### src/rtl/mips_bus_pkg.sv
// Shared types and lane helpers for the MIPS-to-Avalon bus master.
package mips_bus_pkg;

    typedef enum logic [1:0] {
        SZ_BYTE = 2'd0,
        SZ_HALF = 2'd1,
        SZ_WORD = 2'd2
    } size_e;

    typedef enum logic [1:0] {
        ERR_OK      = 2'd0,
        ERR_ALIGN   = 2'd1,
        ERR_TIMEOUT = 2'd2
    } err_e;

    typedef enum logic [1:0] {
        ST_IDLE = 2'd0,
        ST_BUS  = 2'd1,
        ST_RESP = 2'd2
    } state_e;

    // Lane enables for an access of the given size at byte offset off.
    function automatic logic [3:0] be_gen(input logic [1:0] size, input logic [1:0] off);
        logic [3:0] be;
        case (size)
            SZ_BYTE: be = 4'b0001 << off;
            SZ_HALF: be = 4'b0011 << off;
            default: be = 4'b1111;
        endcase
        return be;
    endfunction

    // Right-justified store data copied onto every lane it could land on,
    // so the slave only has to honour byteenable.
    function automatic logic [31:0] wdata_rep(input logic [1:0] size, input logic [31:0] data);
        logic [31:0] rep;
        case (size)
            SZ_BYTE: rep = {4{data[7:0]}};
            SZ_HALF: rep = {2{data[15:0]}};
            default: rep = data;
        endcase
        return rep;
    endfunction

    // A half must sit on an even address, a word on a multiple of four;
    // size code 3 is reserved and always rejected.
    function automatic logic is_misaligned(input logic [1:0] size, input logic [1:0] off);
        logic bad;
        case (size)
            SZ_BYTE: bad = 1'b0;
            SZ_HALF: bad = off[0];
            SZ_WORD: bad = (off != 2'b00);
            default: bad = 1'b1;
        endcase
        return bad;
    endfunction

endpackage

### src/rtl/mips_load_extract.sv
// Pulls the addressed byte/half out of a 32-bit bus word and sign- or
// zero-extends it to a full register value.
module mips_load_extract
    import mips_bus_pkg::*;
(
    input  logic [31:0] readdata_i,
    input  logic [1:0]  off_i,
    input  logic [1:0]  size_i,
    input  logic        signed_i,
    output logic [31:0] rdata_o
);

    logic [31:0] shifted;

    // Shift the addressed lane down to bit 0, then mask and extend per size.
    always_comb begin
        shifted = readdata_i >> {off_i, 3'b000};
        rdata_o = shifted;
        case (size_i)
            SZ_BYTE: rdata_o = {{24{signed_i & shifted[7]}}, shifted[7:0]};
            SZ_HALF: rdata_o = {{16{signed_i & shifted[15]}}, shifted[15:0]};
            default: rdata_o = shifted;
        endcase
    end

endmodule

### src/rtl/mips_bus_master.sv
// Avalon-MM master sequencer: runs one core load/store at a time as a single
// bus transfer, handling lanes, extension, alignment errors and stall timeout.
module mips_bus_master
    import mips_bus_pkg::*;
#(
    parameter int ADDR_W  = 32,
    parameter int TIMEOUT = 1023
) (
    input  logic              clk,
    input  logic              reset_n,
    input  logic              req_valid,
    output logic              req_ready,
    input  logic              req_write,
    input  logic [1:0]        req_size,
    input  logic              req_signed,
    input  logic [ADDR_W-1:0] req_addr,
    input  logic [31:0]       req_wdata,
    output logic              rsp_valid,
    output logic [31:0]       rsp_rdata,
    output logic [1:0]        rsp_err,
    output logic              busy,
    output logic [ADDR_W-1:0] address,
    output logic              write,
    output logic              read,
    input  logic              waitrequest,
    output logic [31:0]       writedata,
    output logic [3:0]        byteenable,
    input  logic [31:0]       readdata
);

    localparam int CNT_W = $clog2(TIMEOUT + 2);

    state_e            state_q;
    logic [ADDR_W-1:0] address_q;
    logic              read_q;
    logic              write_q;
    logic [31:0]       writedata_q;
    logic [3:0]        byteenable_q;
    logic [1:0]        size_q;
    logic [1:0]        off_q;
    logic              signed_q;
    logic [CNT_W-1:0]  cnt_q;
    logic              rsp_valid_q;
    logic [31:0]       rsp_rdata_q;
    err_e              rsp_err_q;

    logic [1:0]        req_off_d;
    logic              misalign_d;
    logic              timeout_d;
    logic [31:0]       load_d;

    assign req_off_d  = req_addr[1:0];
    assign misalign_d = is_misaligned(req_size, req_off_d);
    assign timeout_d  = (TIMEOUT != 0) && (cnt_q == CNT_W'(TIMEOUT));

    mips_load_extract u_extract (
        .readdata_i (readdata),
        .off_i      (off_q),
        .size_i     (size_q),
        .signed_i   (signed_q),
        .rdata_o    (load_d)
    );

    // Transfer sequencer; every bus and response output comes straight from a register.
    always_ff @(posedge clk or negedge reset_n) begin
        if (!reset_n) begin
            state_q      <= ST_IDLE;
            address_q    <= '0;
            read_q       <= 1'b0;
            write_q      <= 1'b0;
            writedata_q  <= '0;
            byteenable_q <= '0;
            size_q       <= '0;
            off_q        <= '0;
            signed_q     <= 1'b0;
            cnt_q        <= '0;
            rsp_valid_q  <= 1'b0;
            rsp_rdata_q  <= '0;
            rsp_err_q    <= ERR_OK;
        end else begin
            rsp_valid_q <= 1'b0;
            case (state_q)
                ST_IDLE: begin
                    if (req_valid) begin
                        size_q   <= req_size;
                        off_q    <= req_off_d;
                        signed_q <= req_signed;
                        cnt_q    <= '0;
                        if (misalign_d) begin
                            state_q     <= ST_RESP;
                            rsp_valid_q <= 1'b1;
                            rsp_rdata_q <= '0;
                            rsp_err_q   <= ERR_ALIGN;
                        end else begin
                            state_q      <= ST_BUS;
                            address_q    <= {req_addr[ADDR_W-1:2], 2'b00};
                            byteenable_q <= be_gen(req_size, req_off_d);
                            writedata_q  <= wdata_rep(req_size, req_wdata);
                            read_q       <= ~req_write;
                            write_q      <= req_write;
                        end
                    end
                end
                ST_BUS: begin
                    if (!waitrequest) begin
                        state_q     <= ST_RESP;
                        read_q      <= 1'b0;
                        write_q     <= 1'b0;
                        rsp_valid_q <= 1'b1;
                        rsp_rdata_q <= write_q ? 32'd0 : load_d;
                        rsp_err_q   <= ERR_OK;
                    end else if (timeout_d) begin
                        state_q     <= ST_RESP;
                        read_q      <= 1'b0;
                        write_q     <= 1'b0;
                        rsp_valid_q <= 1'b1;
                        rsp_rdata_q <= '0;
                        rsp_err_q   <= ERR_TIMEOUT;
                    end else begin
                        cnt_q <= cnt_q + CNT_W'(1);
                    end
                end
                ST_RESP: begin
                    state_q <= ST_IDLE;
                end
                default: begin
                    state_q <= ST_IDLE;
                end
            endcase
        end
    end

    assign req_ready  = (state_q == ST_IDLE);
    assign busy       = (state_q != ST_IDLE);
    assign address    = address_q;
    assign read       = read_q;
    assign write      = write_q;
    assign writedata  = writedata_q;
    assign byteenable = byteenable_q;
    assign rsp_valid  = rsp_valid_q;
    assign rsp_rdata  = rsp_rdata_q;
    assign rsp_err    = rsp_err_q;

endmodule

### config.mk
export PLATFORM = sky130hd
export DESIGN_NAME = mips_bus_master
export DESIGN_NICKNAME = d
export VERILOG_FILES = /design/src/rtl/mips_bus_pkg.sv /design/src/rtl/mips_load_extract.sv /design/src/rtl/mips_bus_master.sv
export SDC_FILE = /design/constraint.sdc
export NUM_CORES = 1
export LEC_CHECK = 0
export BUFFER_PORTS_ARGS = -buffer_cell sky130_fd_sc_hd__buf_4
export CORE_MARGIN = 2
export CORE_UTILIZATION = 53
export DETAILED_ROUTE_END_ITERATION = 6
export PLACE_DENSITY = 0.82
export SLEW_MARGIN = 20
export SYNTH_ARGS = -nofsm -noshare
export SYNTH_HDL_FRONTEND = slang
export SYNTH_SLANG_ARGS = --single-unit
### constraint.sdc
create_clock -name clk -period 4.38 [get_ports clk]
set_input_delay 0.657 -clock clk [delete_from_list [all_inputs] [get_ports clk]]
set_output_delay 0.657 -clock clk [all_outputs]
set_load 0.03 [all_outputs]
==> results of run 1 <==
## Yosys cell counts (4+ instances only)
master,count
inv_1,4
nor2b_1,11
a211o_1,15
a21oi_1,19
mux2i_1,44
a32o_1,7
clkbuf_1,12
dfrtp_1,121
nor2_1,24
buf_2,16
a22o_1,9
nand3_1,7
mux2_2,38
a221o_1,8
nand2_1,63
o21ai_0,40
## power groups by stage
stage	Combinational (mW)	Clock [mW]	Sequential, mW
2_1_floorplan	0.576	0	2.25
3_3_place_gp	1.89	0	1.68
3_5_place_dp	1.92	0	1.69
4_1_cts	1.94	1.41	1.69
5_1_grt	2.04	1.46	1.73
6_report	1.93	1.39	1.69
## cells by family (layout without fill, tap and decap cells)
kind of cell | Yosys count | after routing | share of synthesized area (%)
and+or+nand+nor | 136 | 136 | 11.8
xor gates and xnor gates | 3 | 3 | 0.470
other | 1 | 2 | 0.0670
adders and majority gates | 1 | 1 | 0.224
AOI/OAI and AO/OA | 115 | 115 | 14.2
buffers and inverters | 37 | 251 | 3.18
muxes | 83 | 83 | 15.9
DFF | 121 | 121 | 54.1
## how the worst min path moves through the flow
stage	from	end	slack, ns
after global placement	writedata[13]$_DFFE_PN0P_	writedata[13]$_DFFE_PN0P_	0.47
after CTS	reset_n	rsp_rdata[7]$_DFFE_PN0P_	0.16
final	reset_n	rsp_rdata[7]$_DFFE_PN0P_	0.16
after global routing	reset_n	rsp_rdata[7]$_DFFE_PN0P_	0.19
after detailed placement	writedata[16]$_DFFE_PN0P_	writedata[16]$_DFFE_PN0P_	0.47
after floorplan	reset_n	address[10]$_DFFE_PN0P_	0.36
## layer usage
| layer | vias to the layer above | wire length, microns | global-route usage [%] | part of all wire, % |
|---|---|---|---|---|
| li1 | 2205 | - | - | - |
| met1 | 2337 | 6120 | 34.6 | 40 |
| met2 | 230 | 7560 | 45.7 | 49 |
| met3 | 23 | 1430 | 8.81 | 9.3 |
| met4 | 0 | 281 | 10.4 | 1.8 |
| met5 | - | 0 | 0 | 0 |
## stage by stage
step                setup slack, ns  hold WS (ns)
CTS                            1.77         0.165
global route                   1.61         0.189
floorplan                      2.34         0.361
detailed placement             1.50         0.471
global placement               1.53         0.467
finish                         1.73         0.160
## final cells by class
type | count | area, sq um
clock buffer | 19 | 442
clock inverter | 13 | 151
fill | 673 | 2440
inverter | 4 | 15.0
multi-input combinational | 340 | 2410
sequential | 121 | 3030
tap | 136 | 170
timing repair buffer | 215 | 1610
## critical path, stage by stage (launching register included)
cell     delay [ns]
dfrtp_1        0.46
nor3b_1        0.82
buf_4          0.30
o21ai_4        0.15
buf_4          0.40
mux2_2         0.37
## flip-flops by register name (all words and copies together), names as in the netlist
signal and count:
off_q 2, byteenable 4, writedata 32, signed_q 1, cnt_q 11, rsp_rdata 32
address 30, size_q 2, state_q 2, rsp_err 2, write 1, read 1
rsp_valid 1
==> impl_results.md, run 1 <==
* Outcome: complete, no violations
* Vias in the first global route at 4869
* Initial Util at between 50% and 60%
* Post-DP HPWL at 10.8 mm
* Reg2Reg Setup Slack at 1.73 ns
* Fin. Hold Viols at 0
* Power Dens Cells at 639 nW/um^2
* First-pass GRT wire length at 24.7 mm
* Boundary Pins at 211
* PortBufs at 208
* Final setup TNS at 0 ns
* Placer congestion estimate at 0.881
* Initial antenna violation count at 0
* Skew-Pair Late Insertion Delay at 0.52 ns
* Crit. End Element: register
* Cells after synthesis at ~500
* Number of gates resized after cts at 0
* Ys Warns at 0
* Leakage power at 3.94 nW
* Drt pass-1 iters at 5
* TritonCTS clock tree: yes
* VDD IR-drop max at 0.499 mV
* Max clock buf depth at 2
* Fin area at 7840 sq um
* Critical path class: reg -> reg
* Final period utilization at around three fifths
* Layout cell share with drive strength beyond 1 at 41.4%
* Crit start category: register
* Slew HR at 27.6%
* Core Util, Final at about three quarters
* Yosys top cell by area: dfrtp_1
* Post-placement cell count at 816
* DIE HEIGHT at 107 microns
* First DRT Iteration DRCs at 212
* Dominant synthesized flop cell: dfrtp_1
* Wirelength per Cell at 18.1 microns
* Ant diodes at 0
* Die W at between 100 and 150 microns
* ANT nets after route at 0
* Switch share at 38.0%
* FP Rows at 37
* Peak fanout along the critical path at 74
* Most frequent cells in the layout: buf_4 (215), dfrtp_1 (121), nand2_1 (63)
* Routed vias/inst at 5.65
* Register share of total power at 33.7%
* Unrepaired setup endpoints after global routing: false
* Yosys cell types at 51
* DIE AREA at ~11000 sq um
* CTS Buf Count at 17
* Critical register-to-register path startpoint: state_q[1]$_DFFE_PN0P_
* Internal power at around 3.1 mW
* Critical Path End: address[16]$_DFFE_PN0P_
* Max-cap viol count at 0
* Drc violations at 0
* Worst Tran Pin Value at 1.09 ns
* Worst r2r dst: address[16]$_DFFE_PN0P_
* Total number of vias at 4795
* Hold Buf Count CTS at 0
* Yosys top cell area share at 54.1%
* Top cells by area, synth: dfrtp_1 (54%), mux2i_1 (7.9%), mux2_2 (7.6%)
* Mean Syn Cell Area at 11.3 sq um
* Post-synth EDFFs at 0
* Root Buffer: clkbuf_8
* Commonest non-fill, non-tap cell in the layout: buf_4
* Critical path required time at 4.78 ns
* Core Region at 10300 sq um
* WP data arrival at 3.04 ns
* Max Clock Skew at 0.0130 ns
* Largest net degree at the start of global routing at 75
* CP Launch Point: state_q[1]$_DFFE_PN0P_
* Register area share after synthesis at 54.1%
* Post-CTS setup buffer count at 0
* All-layer global routing usage at 27.9%
* Layout Cells excl Fill at 848
* Clock transition at path regs at 0.06 ns
* Achievable frequency at 378 MHz
* Worst Hold Class: in -> async
* Ys async rst share at 100%
* H-tree depth at 4
* Clock power frac at ~28%
* Synthesized area at 5590 sq um
* Placed Area at around 7200 sq um
* P&R area growth vs syn at 40.1%
* Final Power at 5.01 mW
* Seq cells post-synth at 121
* Minimum clock period at between 2 and 3 ns
* Gr ovfl total at 0
* CTS Sinks at 121
* WL final at 15.4 mm
* Setup violators final at 0
* Psw at 1.90 mW
* FF-to-FF path depth at 5
* Pins over their slew limit at 0
* Net count, final at roughly 800
* Comb pwr share at 38.5%
No activity file was read; power rests on OpenSTA's default activity.
==> run 2, diff against run 1 <==
--- a/config.mk
+++ b/config.mk
@@ -5,11 +5,12 @@
 export SDC_FILE = /design/constraint.sdc
 export NUM_CORES = 1
 export LEC_CHECK = 0
+export ABC_AREA = 1
 export BUFFER_PORTS_ARGS = -buffer_cell sky130_fd_sc_hd__buf_4
 export CORE_MARGIN = 2
-export CORE_UTILIZATION = 53
+export CORE_UTILIZATION = 50
 export DETAILED_ROUTE_END_ITERATION = 6
-export PLACE_DENSITY = 0.82
+export PLACE_DENSITY = 0.77
 export SLEW_MARGIN = 20
 export SYNTH_ARGS = -nofsm -noshare
 export SYNTH_HDL_FRONTEND = slang
==> constraint.sdc (replaced) <==
create_clock -name clk -period 2.55 [get_ports clk]
set_input_delay 0.3825 -clock clk [delete_from_list [all_inputs] [get_ports clk]]
set_output_delay 0.3825 -clock clk [all_outputs]
set_load 0.03 [all_outputs]
==> impl_results.md, run 2 <==
* H-tree depth at 4 (unchanged)
* TritonCTS clock tree: yes
* Most frequent cells in the layout: nand2_1 (279), buf_4 (218), nand3_1 (126)
* Psw at 3.47 mW (+82%)
* Post-synth EDFFs at 0 (unchanged)
* VDD IR-drop max at 0.727 mV (+46%)
* Commonest non-fill, non-tap cell in the layout: nand2_1
* Switch share at 39.7% (+1.7 points)
* Crit start category: register
* Peak fanout along the critical path at 13 (-82%)
* All-layer global routing usage at 26.9% (-0.92 points)
* Total number of vias at 5777 (+20%)
* Dominant synthesized flop cell: dfrtp_1
* Ant diodes at 0 (unchanged)
* Routed vias/inst at 5.18 (-8.5%)
* Final period utilization at 74.0% (+14 points)
* Ys async rst share at 100% (unchanged)
* Slew HR at 54.6% (+27 points)
* First DRT Iteration DRCs at 461 (+120%)
* Worst Hold Class: in -> async
* Clock power frac at 28.7% (+0.9 points)
* Post-CTS setup buffer count at 0 (unchanged)
* PortBufs at 208 (unchanged)
* CTS Buf Count at 17 (unchanged)
* Mean Syn Cell Area at 7.74 sq um (-31%)
* Count leader, synth: nand2_1
* Wirelength per Cell at 14.8 microns (-19%)
* Skew-Pair Late Insertion Delay at 0.42 ns (-0.10 ns)
* Post-DP HPWL at 11.8 mm (+9.2%)
* WL final at 16.5 mm (+7.2%)
* Vias in the first global route at 5674 (+17%)
* Storage cell area at 3030 sq um (unchanged)
* Placer congestion estimate at 0.881 (about the same)
* Achievable frequency at 530 MHz (+40%)
* Most frequent cells after synthesis: nand2_1 (279), nand3_1 (126), dfrtp_1 (121), o21ai_1 (39)
* Core Region at 11500 sq um (+12%)
* Register area share after synthesis at 51.1% (-3.0 points)
* Seq cells post-synth at 121 (unchanged)
* Internal power at 5.26 mW (+69%)
* Layout Cells excl Fill at 1116 (+32%)
* First-pass GRT wire length at 27.2 mm (+10%)
* Crit path top cell by count: nand2_1
* Hold Buf Count CTS at 0 (unchanged)
* Largest net degree at the start of global routing at 49 (-35%)
* Critical path required time at 2.84 ns (-1.94 ns)
* Pins over their slew limit at 0 (unchanged)
* Unrepaired setup endpoints after global routing: false
* Die W at 113 microns (+5.7%)
* P&R area growth vs syn at 38.3%
* CTS Sinks at 121 (unchanged)
* WP data arrival at 2.18 ns (-0.86 ns)
* Yosys cell types at 31 (-39%)
* Post-placement cell count at 1084 (+33%)
* Leakage power at 4.48 nW (+14%)
* Net count, final at 1065 (+32%)
* DIE HEIGHT at 113 microns (+5.7%)
* Initial Util at 51.7% (-2.8 points)
* Boundary Pins at 211 (unchanged)
* Critical register-to-register path startpoint: cnt_q[0]$_DFFE_PN0P_
* Max-cap viol count at 0 (unchanged)
* Setup ws final at 0.664 ns (-1.07 ns)
* Drc violations at 0 (unchanged)
* Synthesized area at 5920 sq um (+5.9%)
* Fin. Hold Viols at 18 (+18)
* Failing checks: hold timing
* FP Rows at 39 (+5.4%)
* Root Buffer: clkbuf_16
* CP cell instances: ha_1 > inv_1 > nor2_1 > nand3_1 > nand2_1 > nand2_1 > inv_2 > o21ai_0
* Cells after synthesis at 765 (+54%)
* CP Launch Point: cnt_q[0]$_DFFE_PN0P_
* Drt pass-1 iters at 5 (unchanged)
* Setup violators final at 0 (unchanged)
* Yosys top cell by area: dfrtp_1
* ANT nets after route at 0 (unchanged)
* Number of gates resized after cts at 0 (unchanged)
* Max clock buf depth at 2 (unchanged)
* Slowest stage cell, crit path: dfrtp_1
* CP max stage delay at 0.47 ns (-0.35 ns)
* DIE AREA at 12700 sq um (+12%)
* Power Dens Cells at 1070 nW/um^2 (+67%)
* Final setup TNS at 0 ns (unchanged)
* Layout cell share with drive strength beyond 1 at 28.5% (-13 points)
* Outcome: complete, but fails checks
* Clock transition at path regs at 0.06 ns (about the same)
* Max Clock Skew at 0.00542 ns (-0.00755 ns)
* Dpl ws at 0.564 ns (-0.931 ns)
* Min Hold Slack at -0.0202 ns (-0.180 ns)
* Crit. End Element: register
* Gr ovfl total at 0 (unchanged)
* Minimum clock period at 1.89 ns (-0.762 ns)
* Final Power at 8.73 mW (+74%)
* Initial antenna violation count at 0 (unchanged)
* Ys Warns at 0 (unchanged)
* Top cells by area, synth: dfrtp_1 (51%), nand2_1 (18%), nand3_1 (11%)
* Area of the multi-input gates at 2530 sq um (+4.8%)
* Fillers at 957 (+42%)
* Worst Tran Pin Value at 0.679 ns (-0.408 ns)
* Yosys top cell area share at 51.1% (-3.0 points)
* Comb pwr share at 38.9% (+0.4 points)
* Register share of total power at 32.4% (-1.3 points)
* Critical path class: reg -> reg
-- run 2: cell families after synthesis --
family / Yosys count / synth area share, %
DFF: 121 / 51.1
and+or+nand+nor: 454 / 32.9
AOI/OAI and AO/OA: 103 / 9.04
buffers and inverters: 83 / 6.42
adders and majority gates: 1 / 0.211
other: 1 / 0.0633
xor gates and xnor gates: 2 / 0.296
-- run 2: path summary, 6_finish.rpt --
check	endpoint	cells past startpoint	slack, ns
worst min-delay path	rsp_rdata[0]$_DFFE_PN0P_	1	-0.02
min in group clk	signed_q$_DFFE_PN0P_	3	0.17
worst max-delay path	cnt_q[5]$_DFFE_PN0P_	8	0.66
max in group asynchronous	writedata[7]$_DFFE_PN0P_	2	1.75
worst min register to register	address[12]$_DFFE_PN0P_	2	0.47
worst max register to register	cnt_q[5]$_DFFE_PN0P_	8	0.66
-- run 2: metal layers --
| metal | part of all wire, % | routed length (microns) | track usage, % |
|---|---|---|---|
| met1 | 41 | 6750 | 32.2 |
| met2 | 49 | 8070 | 45.4 |
| met3 | 8.6 | 1430 | 9.75 |
| met4 | 1.6 | 259 | 8.78 |
| met5 | 0 | 0 | 0 |
-- run 2: metrics by stage --
| step | util [%] | cell area (sq um) |
|---|---|---|
| detailed placement | 66.0 | 7570 |
| global route | 71.4 | 8190 |
| CTS | 71.4 | 8190 |
| floorplan | - | 5930 |
| finish | 71.4 | 8190 |
| global placement | 66.0 | 7570 |
-- run 2: critical path: cells and delay by family (launching register included) --
| family | cells | cell delay (ns) |
|---|---|---|
| compound gates | 1 | 0.12 |
| simple gates | 4 | 0.63 |
| buf+inv | 2 | 0.26 |
| flops | 1 | 0.47 |
| fa+ha+maj | 1 | 0.27 |
-- run 2: area by class of cell --
cell class                      instances  share of cell area (%)
Clock inverter                         13                    2.03
Multi-Input combinational cell        562                    30.9
Tap cell                              143                    2.18
Inverter                               37                    1.70
Sequential cell                       121                    37.0
Timing Repair Buffer                  221                    20.7
Clock buffer                           19                    5.53
-- run 2: power groups by stage --
| stage | registers, mW | logic [mW] | clock network [mW] |
|---|---|---|---|
| floorplan | 3.81 | 1.09 | 0 |
| global placement | 2.84 | 3.37 | 0 |
| detailed placement | 2.83 | 3.42 | 0 |
| CTS | 2.83 | 3.42 | 2.54 |
| global route | 2.89 | 3.68 | 2.64 |
| finish | 2.83 | 3.40 | 2.51 |
